File: src/rtl/uart_rx_if.sv
// Receive-side bus between the UART engine and the bridge protocol logic.
// The slave side is the receiver; the master side drives the line, tick and read strobe.
interface uart_rx_if #(parameter int DATA_BITS = 8);
  logic                 serial_in;
  logic                 sample_tick;
  logic                 data_read;
  logic [DATA_BITS-1:0] data_out;
  logic                 data_ready;
  logic                 framing_error;
  logic                 overrun_error;
  logic                 busy;

  modport slave (
    input  serial_in, sample_tick, data_read,
    output data_out, data_ready, framing_error, overrun_error, busy
  );

  modport master (
    output serial_in, sample_tick, data_read,
    input  data_out, data_ready, framing_error, overrun_error, busy
  );
endinterface

File: src/rtl/uart_rx.sv
// 8N1-style UART receiver: oversampled start detection, mid-bit sampling,
// ready/read handoff with sticky framing and overrun flags.
module uart_rx #(
  parameter int OVERSAMPLE = 16,
  parameter int DATA_BITS  = 8
) (
  input  logic      clock,
  input  logic      reset,
  uart_rx_if.slave  bus
);
  localparam int TW = $clog2(OVERSAMPLE);
  localparam int BW = $clog2(DATA_BITS);

  typedef enum logic [2:0] {IDLE, START, DATA, STOP, WAIT_IDLE} state_t;

  state_t               r_state, w_nxt;
  logic [1:0]           r_sync;
  logic [TW-1:0]        r_tick_cnt;
  logic [BW-1:0]        r_bit_cnt;
  logic [DATA_BITS-1:0] r_shift, r_data;
  logic                 r_ready, r_ferr, r_oerr;
  logic                 w_rx_s, w_tick_clr, w_tick_inc, w_bit_clr, w_shift, w_load, w_ferr_set;

  always_ff @(posedge clock or posedge reset)
    if (reset) r_sync <= 2'b11;
    else       r_sync <= {r_sync[0], bus.serial_in};

  assign w_rx_s = r_sync[1];

  always_ff @(posedge clock or posedge reset)
    if (reset) r_state <= IDLE;
    else       r_state <= w_nxt;

  always_comb begin
    w_nxt      = r_state;
    w_tick_clr = 1'b0;
    w_tick_inc = 1'b0;
    w_bit_clr  = 1'b0;
    w_shift    = 1'b0;
    w_load     = 1'b0;
    w_ferr_set = 1'b0;
    case (r_state)
      IDLE:
        if (bus.sample_tick && !w_rx_s) begin
          w_nxt      = START;
          w_tick_clr = 1'b1;
        end
      START:
        if (bus.sample_tick) begin
          if (r_tick_cnt == TW'(OVERSAMPLE/2 - 1)) begin
            // Mid start bit: a high line here means a glitch, not a frame.
            w_nxt      = w_rx_s ? IDLE : DATA;
            w_tick_clr = 1'b1;
            w_bit_clr  = 1'b1;
          end else w_tick_inc = 1'b1;
        end
      DATA:
        if (bus.sample_tick) begin
          if (r_tick_cnt == TW'(OVERSAMPLE - 1)) begin
            w_shift    = 1'b1;
            w_tick_clr = 1'b1;
            if (r_bit_cnt == BW'(DATA_BITS - 1)) w_nxt = STOP;
          end else w_tick_inc = 1'b1;
        end
      STOP:
        if (bus.sample_tick) begin
          if (r_tick_cnt == TW'(OVERSAMPLE - 1)) begin
            w_tick_clr = 1'b1;
            if (w_rx_s) begin
              w_load = 1'b1;
              w_nxt  = IDLE;
            end else begin
              w_ferr_set = 1'b1;
              w_nxt      = WAIT_IDLE;
            end
          end else w_tick_inc = 1'b1;
        end
      WAIT_IDLE:
        if (w_rx_s) w_nxt = IDLE;
      default: w_nxt = IDLE;
    endcase
  end

  always_ff @(posedge clock or posedge reset)
    if (reset) begin
      r_tick_cnt <= '0;
      r_bit_cnt  <= '0;
      r_shift    <= '0;
      r_data     <= '0;
      r_ready    <= 1'b0;
      r_ferr     <= 1'b0;
      r_oerr     <= 1'b0;
    end else begin
      if (w_tick_clr)      r_tick_cnt <= '0;
      else if (w_tick_inc) r_tick_cnt <= r_tick_cnt + TW'(1);
      if (w_bit_clr)       r_bit_cnt  <= '0;
      else if (w_shift)    r_bit_cnt  <= r_bit_cnt + BW'(1);
      if (w_shift)         r_shift    <= {w_rx_s, r_shift[DATA_BITS-1:1]};
      if (w_load)          r_data     <= r_shift;
      // A load coincident with a read keeps the byte available.
      if (w_load)              r_ready <= 1'b1;
      else if (bus.data_read)  r_ready <= 1'b0;
      if (w_ferr_set)          r_ferr  <= 1'b1;
      else if (bus.data_read)  r_ferr  <= 1'b0;
      if (w_load && r_ready && !bus.data_read) r_oerr <= 1'b1;
      else if (bus.data_read)                  r_oerr <= 1'b0;
    end

  assign bus.data_out      = r_data;
  assign bus.data_ready    = r_ready;
  assign bus.framing_error = r_ferr;
  assign bus.overrun_error = r_oerr;
  assign bus.busy          = (r_state != IDLE);
endmodule

File: src/flat_wrapper.sv
// flat-port wrapper written by rule: the top's interface ports become plain ports
module uart_rx_flat 
#(
  parameter int OVERSAMPLE = 16,
  parameter int DATA_BITS  = 8
)
  (clock, reset, bus_serial_in, bus_sample_tick, bus_data_read, bus_data_out, bus_data_ready, bus_framing_error, bus_overrun_error, bus_busy);
  uart_rx_if #(.DATA_BITS(DATA_BITS)) bus_i ();
  input  logic clock;
  input  logic reset;
  input wire logic [$bits(bus_i.serial_in)-1:0] bus_serial_in;
  input wire logic [$bits(bus_i.sample_tick)-1:0] bus_sample_tick;
  input wire logic [$bits(bus_i.data_read)-1:0] bus_data_read;
  output wire logic [$bits(bus_i.data_out)-1:0] bus_data_out;
  output wire logic [$bits(bus_i.data_ready)-1:0] bus_data_ready;
  output wire logic [$bits(bus_i.framing_error)-1:0] bus_framing_error;
  output wire logic [$bits(bus_i.overrun_error)-1:0] bus_overrun_error;
  output wire logic [$bits(bus_i.busy)-1:0] bus_busy;
  assign bus_i.serial_in = bus_serial_in;
  assign bus_i.sample_tick = bus_sample_tick;
  assign bus_i.data_read = bus_data_read;
  assign bus_data_out = bus_i.data_out;
  assign bus_data_ready = bus_i.data_ready;
  assign bus_framing_error = bus_i.framing_error;
  assign bus_overrun_error = bus_i.overrun_error;
  assign bus_busy = bus_i.busy;
  uart_rx #(.OVERSAMPLE(OVERSAMPLE), .DATA_BITS(DATA_BITS)) u_core (.clock(clock), .reset(reset), .bus(bus_i));
endmodule
File: config.mk
export PLATFORM = sky130hd
export DESIGN_NAME = uart_rx_flat
export DESIGN_NICKNAME = d
export VERILOG_FILES = /design/src/rtl/uart_rx_if.sv /design/src/rtl/uart_rx.sv /design/src/flat_wrapper.sv
export SDC_FILE = /design/constraint.sdc
export NUM_CORES = 1
export LEC_CHECK = 0
export CORE_MARGIN = 4
export CORE_UTILIZATION = 49
export DETAILED_ROUTE_END_ITERATION = 10
export PLACE_DENSITY = 0.74
export SYNTH_ARGS = -nofsm -noshare
export SYNTH_HDL_FRONTEND = slang
export SYNTH_SLANG_ARGS = --single-unit
File: constraint.sdc
create_clock -name clock -period 1.8 [get_ports clock]
set_input_delay 0.45 -clock clock [delete_from_list [all_inputs] [get_ports clock]]
set_output_delay 0.45 -clock clock [all_outputs]
set_load 0.02 [all_outputs]
==> results of run 1 <==
## flip-flops by register name (all words and copies together) (netlist names)
name and flops:
u_core.bus.data_out 8, u_core.bus.data_ready 1, u_core.bus.framing_error 1, u_core.bus.overrun_error 1
u_core.r_bit_cnt 3, u_core.r_shift 8, u_core.r_state 3, u_core.r_sync 2
u_core.r_tick_cnt 4
## report_power, final
group	switching [uW]	internal, uW	leakage (uW)	total [uW]
combinational	300	244	0.000545	543
sequential	70.9	763	0.000416	834
clock	243	328	0.0000482	571
## cell usage in the layout, fill, tap and decap left out, types with 2 or more instances in the layout
cell type,instances
o21ai_0,2
nor3_1,2
dlymetal6s2s_1,7
and4b_1,2
ha_1,2
xnor2_1,2
clkbuf_4,5
a31oi_1,3
nand4_1,2
nand2_1,8
inv_1,4
mux2_2,14
dfrtp_1,29
nand3_1,3
mux2i_1,6
a21oi_1,4
mux2_4,2
buf_4,10
nor2_1,6
dfstp_2,2
clkdlybuf4s50_1,7
## layout make-up
cell class / count / share of cell area, %
multi-input combinational: 77 / 35.9
inverter: 5 / 1.29
timing repair buffer: 26 / 13.7
sequential: 31 / 42.3
clock inverter: 2 / 1.90
tap: 31 / 2.11
clock buffer: 6 / 2.79
## synthesized netlist by cell type, types with 2 or more instances
cell type / instances
a21oi_1: 4
buf_2: 3
mux2_4: 2
nand4_1: 2
nor2_1: 6
nand2_1: 8
ha_1: 3
a31oi_1: 3
dfstp_2: 2
o21ai_0: 2
nand3_1: 3
mux2i_1: 6
inv_1: 4
dfrtp_1: 29
and4b_1: 2
mux2_2: 14
xnor2_1: 2
nor3_1: 2
## routing by layer
layer | track usage, % | part of all wire, %
met1 | 18.8 | 44
met2 | 26.1 | 51
met3 | 5.22 | 3.7
met4 | 6.89 | 1.2
met5 | 0 | 0
## per-stage QoR
| stage | setup WS [ps] | hold slack, ps |
|---|---|---|
| final | 53.7 | 360 |
| after global routing | 4.38 | 372 |
| after CTS | 5.27 | 361 |
| after detailed placement | -273 | 347 |
| after global placement | -208 | 347 |
| after floorplan | 135 | 345 |
## cell families after synthesis
family,share of synthesized area [%]
muxes,16.7
xor gates and xnor gates,1.18
buffers and inverters,4.13
AOI/OAI and AO/OA,8.19
DFF,52.5
and+or+nand+nor,14.8
adders and majority gates,2.53
## worst register-to-register path, stage by stage, from the launching register on
cell       delay (ps)
dfrtp_1           440
ha_4              200
and4b_1           220
a2111oi_2         450
a31oi_1           130
a31oi_1           160
## final timing paths
check,start,end,slack [ps]
worst max-delay path,u_core.bus.framing_error,bus_framing_error,50
worst min-delay path,u_core.r_sync[0],u_core.r_sync[1],360
worst max register to register,u_core.r_tick_cnt[0],u_core.r_tick_cnt[0],130
worst min register to register,u_core.r_sync[0],u_core.r_sync[1],360
max in group asynchronous,reset,u_core.r_sync[1],970
min in group asynchronous,reset,u_core.bus.data_out[1],490
==> out/qor.csv, run 1 <==
metric,value,unit
Area growth syn-to-layout,24.1,%
GPL Wtd Cong,0.799,
die area,3970,um^2
DRT antenna net count,0,
CP Capture Type,output pin,
CP Class,register to output pin,
FF-to-FF path depth,5,
overall power,1950,uW
Fmax,573,MHz
critical path cell sequence,clkdlybuf4s50_1,
fin nets,154,
Placed Area,1720,um^2
first-pass GRT wire length,4890,um
register area,778,um^2
WHS Path Cells,0,
post-DP HPWL,1940,um
WL/cell,15.4,um
die width,63.0,um
Final Util,65.0,%
H-tree levels,2,
CTS Sinks,31,
Core ar.,2830,um^2
CP max-delay cell,clkdlybuf4s50_1,
clk buf depth,2,
drc violations,0,
DRT Wirelength,2750,um
syn avg cell area,12.5,um^2
final setup violation count,0,
CTS Root Cell,clkbuf_4,
initial DRC count,45,
share of cells above drive strength 1,32.7,%
Hold Path Class,register to register,
setup TNS,0,ps
Worst Setup Start Kind,register,
hold buffers post-CTS,0,
Final Slew Violations,0,
CP peak stage delay,610,ps
critical path's top delay family,buffers and inverters,
initial antenna violation count,0,
crit path buf inv count,1,
"Hold Vio Cnt, Final",0,
CTS Buf Count,5,
crit path max fanout,2,
"Clk Latency, worst-skew pair",330,ps
post-CTS resize count,8,
cell area after layout,1840,um^2
Site Rows,19,
Die H,63.0,um
Seq cells post-synth,31,
Slew headroom,73.8,%
Layout Cells excl Fill,178,
leading register cell type out of synthesis,dfrtp_1,
Post-Syn Instances,119,
RSZ-0062 raised after global routing,no,
Tot GR Track Use,15.9,%
Synth area leaders,"dfrtp_1 (49%), mux2_2 (11%), mux2i_1 (4.1%)",
Post-synth EDFFs,0,
yosys warns,0,
number of buffers added on ports,16,
vias in the first global route,1065,
Synth area leader,dfrtp_1,
Synth Net Count,127,
Ports,17,
fin crit period,1750,ps
gr ovfl total,0,
Setup Skew,10.1,ps
status,"complete, no violations",
PD cells,1060,nW/um^2
Vias/cell,5.62,
CTS tree,built,
mapped cell area,1480,um^2
Worst EP arrival,1300,ps
worst slew pin tran,393,ps
dpl cells,170,
Detailed Routing Iterations Pass 1,5,
clk slew on worst S/H paths,90,ps
Critical Path Stages,1,
Max-cap violations,0,
Max VDD drop,634,uV
Post-CTS Setup Repair Bufs,0,
static leakage,0.00101,uW
FILL cells,210,
Initial Utilization,52.4,%
Synth cell types,40,
Diodes inserted,0,
multi-input logic area,659,um^2
pin count of the biggest net entering global routing,32,
total number of vias,1001,
sequential area share after synthesis,52.5,%
critical path data required time,1350,ps
fin crit share,97.0,%
Yosys top cell area share,48.9,%
ys async rst share,100,%
Note: power is estimated with default switching activity, not from simulation.
==> run 2: changes to the inputs <==
- CORE_ASPECT_RATIO: unset -> 0.5
==> run 2 against run 1 <==
Register-to-register slack gained 30 ps. Combinational power shrank 2%. Largest cell class unchanged. Critical path type unchanged. First-iteration DRC count is 22% lower. Clock power down 8.2%.
==> out/qor.csv, run 2 (same netlist as run 1, synthesis figures left out) <==
metric,value,unit,change
drc violations,0,,unchanged
clk slew on worst S/H paths,60,ps,was 90 ps
PD cells,1020,nW/um^2,was 1060 nW/um^2
static leakage,0.000879,uW,was 0.00101 uW
Post-CTS Setup Repair Bufs,0,,unchanged
Placed Area,1740,um^2,was 1720 um^2
"Hold Vio Cnt, Final",0,,unchanged
WL/cell,14.4,um,was 15.4 um
cell area after layout,1840,um^2,about the same
Vias/cell,5.54,,was 5.62
GPL Wtd Cong,0.833,,was 0.799
crit path max fanout,2,,unchanged
DRT Wirelength,2630,um,was 2750 um
first-pass GRT wire length,4490,um,was 4890 um
gr ovfl total,0,,unchanged
Worst EP arrival,1300,ps,about the same
CTS Sinks,31,,unchanged
"Clk Latency, worst-skew pair",280,ps,was 330 ps
fin nets,153,,was 154
pin count of the biggest net entering global routing,32,,unchanged
WHS Path Cells,0,,unchanged
Ports,17,,unchanged
worst slew pin tran,511,ps,was 393 ps
clk buf depth,2,,unchanged
Die H,46.9,um,was 63.0 um
overall power,1870,uW,was 1950 uW
Final Util,67.4,%,was 65.0%
Detailed Routing Iterations Pass 1,4,,was 5
Fmax,573,MHz,about the same
Worst Setup Start Kind,register,,unchanged
post-DP HPWL,1870,um,was 1940 um
initial antenna violation count,0,,unchanged
CTS Root Cell,clkbuf_8,,was clkbuf_4
number of buffers added on ports,16,,unchanged
status,"complete, no violations",,unchanged
DRT antenna net count,0,,unchanged
hold buffers post-CTS,0,,unchanged
Setup Skew,1.49,ps,was 10.1 ps
"most common cell after layout, fill and taps aside",dfrtp_1,,unchanged
Max VDD drop,567,uV,was 634 uV
total number of vias,1013,,was 1001
critical path data required time,1350,ps,about the same
fin crit share,97.0,%,about the same
die width,85.8,um,was 63.0 um
CTS Buf Count,5,,unchanged
post-CTS resize count,4,,was 8
"commonest non-fill, non-tap cells in the layout","dfrtp_1 (29), mux2_2 (14), clkdlybuf4s50_1 (14)",,"was dfrtp_1 (29), mux2_2 (14), buf_4 (10)"
Max-cap violations,0,,unchanged
die area,4020,um^2,was 3970 um^2
share of cells above drive strength 1,31.5,%,was 32.7%
CP Capture Type,output pin,,unchanged
Diodes inserted,0,,unchanged
Slew headroom,65.7,%,was 73.8%
FF-to-FF path depth,5,,unchanged
initial DRC count,35,,was 45
Area growth syn-to-layout,24.2,%,was 24.1%
Tot GR Track Use,15.4,%,was 15.9%
Hold Path Class,register to register,,unchanged
final setup violation count,0,,unchanged
RSZ-0062 raised after global routing,no,,unchanged
CTS tree,built,,unchanged
Core ar.,2730,um^2,was 2830 um^2
fin crit period,1750,ps,about the same
Initial Utilization,54.3,%,was 52.4%
Final Slew Violations,0,,unchanged
vias in the first global route,981,,was 1065
Site Rows,13,,was 19
CP Class,register to output pin,,unchanged
H-tree levels,2,,unchanged
## run 2: cell types whose count changed in the layout (fill, tap and decap cells not counted), moves of 2 or more
cell,before,now
buf_12,0,2
buf_4,10,7
clkbuf_4,5,0
clkbuf_8,1,5
clkdlybuf4s50_1,7,14
dlymetal6s2s_1,7,1
## run 2: per-layer routing
layer	GRT usage [%]	share of wire, %	up-vias
met5	0	0	-
met2	24.4	48	22
met1	19.5	48	507
met3	4.73	3.1	5
met4	8.83	1.6	0
li1	-	-	479
## run 2: worst paths after layout
kind | startpoint | endpoint | slack, ps
worst max-delay path | u_core.r_state[2] | bus_busy | 50
worst min-delay path | u_core.r_sync[0] | u_core.r_sync[1] | 360
max in group asynchronous | reset | u_core.r_sync[1] | 1040
worst max register to register | u_core.r_tick_cnt[0] | u_core.r_shift[0] | 160
worst min register to register | u_core.r_sync[0] | u_core.r_sync[1] | 360
min in group asynchronous | reset | u_core.r_shift[0] | 520
## run 2: cell type report
cell class	instances	area, um^2
Clock inverter	2	12.5
Multi-Input combinational cell	77	658
Fill cell	197	891
Timing Repair Buffer	25	250
Sequential cell	31	778
Clock buffer	6	72.6
Inverter	5	23.8
Tap cell	37	46.3
## run 2: power breakdown
part	internal, uW	switching, uW
Clock	269	254
Sequential	764	52.6
Combinational	219	314
Total	1250	621
## run 2: through the flow
stage / hold WS, ps / setup TNS [ps] / std cells / setup WS [ps]
global route: 368 / 0 / 183 / 3.10
detailed placement: 351 / -4170 / 175 / -242
floorplan: 345 / 0 / 119 / 135
CTS: 361 / 0 / 183 / 45.5
finish: 359 / 0 / 183 / 54.7
global placement: 346 / -3880 / 175 / -215
## run 2: worst max-delay path, cell delays in order (launching register included)
cell     delay (ps)
dfrtp_1         370
or3_2           470
buf_2           170
==> run 3: changes to the inputs <==
- PLACE_DENSITY: 0.74 -> unset
- PLACE_DENSITY_LB_ADDON: unset -> 0.08
==> run 3 against run 2 <==
Critical path depth stayed put. Combinational power is 0.8% lower. Non-clock buffer count is 1 higher. Largest power group unchanged. Highest routed layer unchanged.
==> out/qor.csv, run 3 (same netlist as run 1, synthesis figures left out) <==
metric,value,unit,change
status,"complete, no violations",,unchanged
initial DRC count,30,,was 35
R2R setup slack,90,ps,was 160 ps
crit path max fanout,2,,unchanged
setup TNS,0,ps,unchanged
gr ovfl total,0,,unchanged
cell area after layout,1850,um^2,was 1840 um^2
Max VDD drop,855,uV,was 567 uV
register share of total power,43.1,%,was 43.6%
fin crit period,1740,ps,was 1750 ps
static leakage,0.000875,uW,was 0.000879 uW
Slew headroom,65.6,%,was 65.7%
pin count of the biggest net entering global routing,32,,unchanged
H-tree levels,2,,unchanged
Core ar.,2730,um^2,unchanged
hold path start,u_core.r_sync[0],,unchanged
fin crit share,96.4,%,was 97.0%
CP Class,register to output pin,,unchanged
Final Slew Violations,0,,unchanged
post-DP HPWL,1770,um,was 1870 um
critical path data required time,1350,ps,about the same
WHS Endpoint,u_core.r_sync[1],,unchanged
Vias/cell,5.27,,was 5.54
Clock power frac,28.7,%,was 28.0%
Tot GR Track Use,14.8,%,was 15.4%
CTS tree,built,,unchanged
Max-cap violations,0,,unchanged
clk buf depth,2,,unchanged
"Clk Latency, worst-skew pair",280,ps,about the same
die width,85.8,um,unchanged
"most common cell after layout, fill and taps aside",dfrtp_1,,unchanged
Logic pwr share,28.2,%,was 28.4%
fin nets,154,,was 153
GPL Wtd Cong,0.821,,was 0.833
Site Rows,13,,unchanged
total number of vias,970,,was 1013
Reg2Reg Launch Point,u_core.r_tick_cnt[0],,unchanged
CTS Buf Count,5,,unchanged
final setup violation count,0,,unchanged
Die H,46.9,um,unchanged
"Hold Vio Cnt, Final",0,,unchanged
RR Endpoint,u_core.r_bit_cnt[2],,was u_core.r_shift[0]
initial antenna violation count,0,,unchanged
number of buffers added on ports,16,,unchanged
clk slew on worst S/H paths,70,ps,was 60 ps
Final Util,67.6,%,was 67.4%
drc violations,0,,unchanged
die area,4020,um^2,unchanged
PD cells,1020,nW/um^2,about the same
share of cells above drive strength 1,32.0,%,was 31.5%
Worst Setup Start Kind,register,,unchanged
DRT antenna net count,0,,unchanged
CP Capture Type,output pin,,unchanged
Placed Area,1750,um^2,was 1740 um^2
Setup Skew,6.00,ps,was 1.49 ps
Ports,17,,unchanged
"commonest non-fill, non-tap cells in the layout","dfrtp_1 (29), clkdlybuf4s50_1 (15), mux2_2 (14)",,"was dfrtp_1 (29), mux2_2 (14), clkdlybuf4s50_1 (14)"
Hold Path Class,register to register,,unchanged
Detailed Routing Iterations Pass 1,4,,unchanged
Worst EP arrival,1290,ps,was 1300 ps
WHS Path Cells,0,,unchanged
WL/cell,13.8,um,was 14.4 um
Diodes inserted,0,,unchanged
DRT Wirelength,2540,um,was 2630 um
worst hold slack,356,ps,was 359 ps
Area growth syn-to-layout,24.6,%,was 24.2%
worst slew pin tran,511,ps,about the same
FF-to-FF path depth,6,,was 5
vias in the first global route,954,,was 981
RSZ-0062 raised after global routing,no,,unchanged
Initial Utilization,54.3,%,unchanged
CTS Root Cell,clkbuf_8,,unchanged
Sw Ratio,33.5,%,was 33.1%
Internal,1250,uW,about the same
first-pass GRT wire length,4450,um,was 4490 um
switching power,630,uW,was 621 uW
hold buffers post-CTS,0,,unchanged
Post-CTS Setup Repair Bufs,0,,unchanged
Fmax,576,MHz,was 573 MHz
CTS Sinks,31,,unchanged
## run 3: stage by stage
stage | cells | setup WS, ps | total power [uW]
global placement | 176 | -185 | 1340
floorplan | 119 | 135 | 1220
global route | 184 | 1.38 | 2010
CTS | 184 | 46.0 | 1880
finish | 184 | 64.6 | 1880
detailed placement | 176 | -206 | 1340
## run 3: area by class of cell
cell class | count | area [um^2]
Clock buffer | 5 | 68.8
Clock inverter | 3 | 20.0
Fill cell | 207 | 885
Inverter | 5 | 23.8
Multi-Input combinational cell | 77 | 656
Sequential cell | 31 | 778
Tap cell | 37 | 46.3
Timing Repair Buffer | 26 | 255
## run 3: per-layer routing
metal	vias to the layer above	part of all wire, %	global-route usage, %
li1	480	-	-
met2	22	45	24.4
met1	466	49	18.9
met3	2	5.0	6.48
met5	-	0	0
met4	0	0.51	2.84
## run 3: worst max path at each step
stage	start	end	slack (ps)	cells past startpoint
2_1_floorplan	u_core.r_tick_cnt[0]	u_core.r_shift[0]	140	5
3_3_place_gp	bus_sample_tick	u_core.r_shift[1]	-190	5
3_5_place_dp	bus_sample_tick	u_core.r_bit_cnt[2]	-210	6
4_1_cts	u_core.r_state[2]	bus_busy	50	2
5_1_grt	u_core.r_tick_cnt[0]	u_core.r_bit_cnt[2]	1	6
6_report	u_core.r_state[2]	bus_busy	60	2
## run 3: power by group through the flow
stage | Clock (uW) | Sequential [uW] | Combinational, uW
after floorplan | 0 | 819 | 406
after global placement | 0 | 823 | 519
after detailed placement | 0 | 825 | 518
after CTS | 558 | 812 | 508
after global routing | 595 | 819 | 593
final | 539 | 811 | 529
## run 3: timing repair
action,CTS,global route
cloned,0,0
setup endpoints to repair,1,1
resized for setup,4,1
## run 3: critical path: stages, from the launching register on
cell and delay, ps:
dfrtp_1 380, or3_2 460, buf_2 170
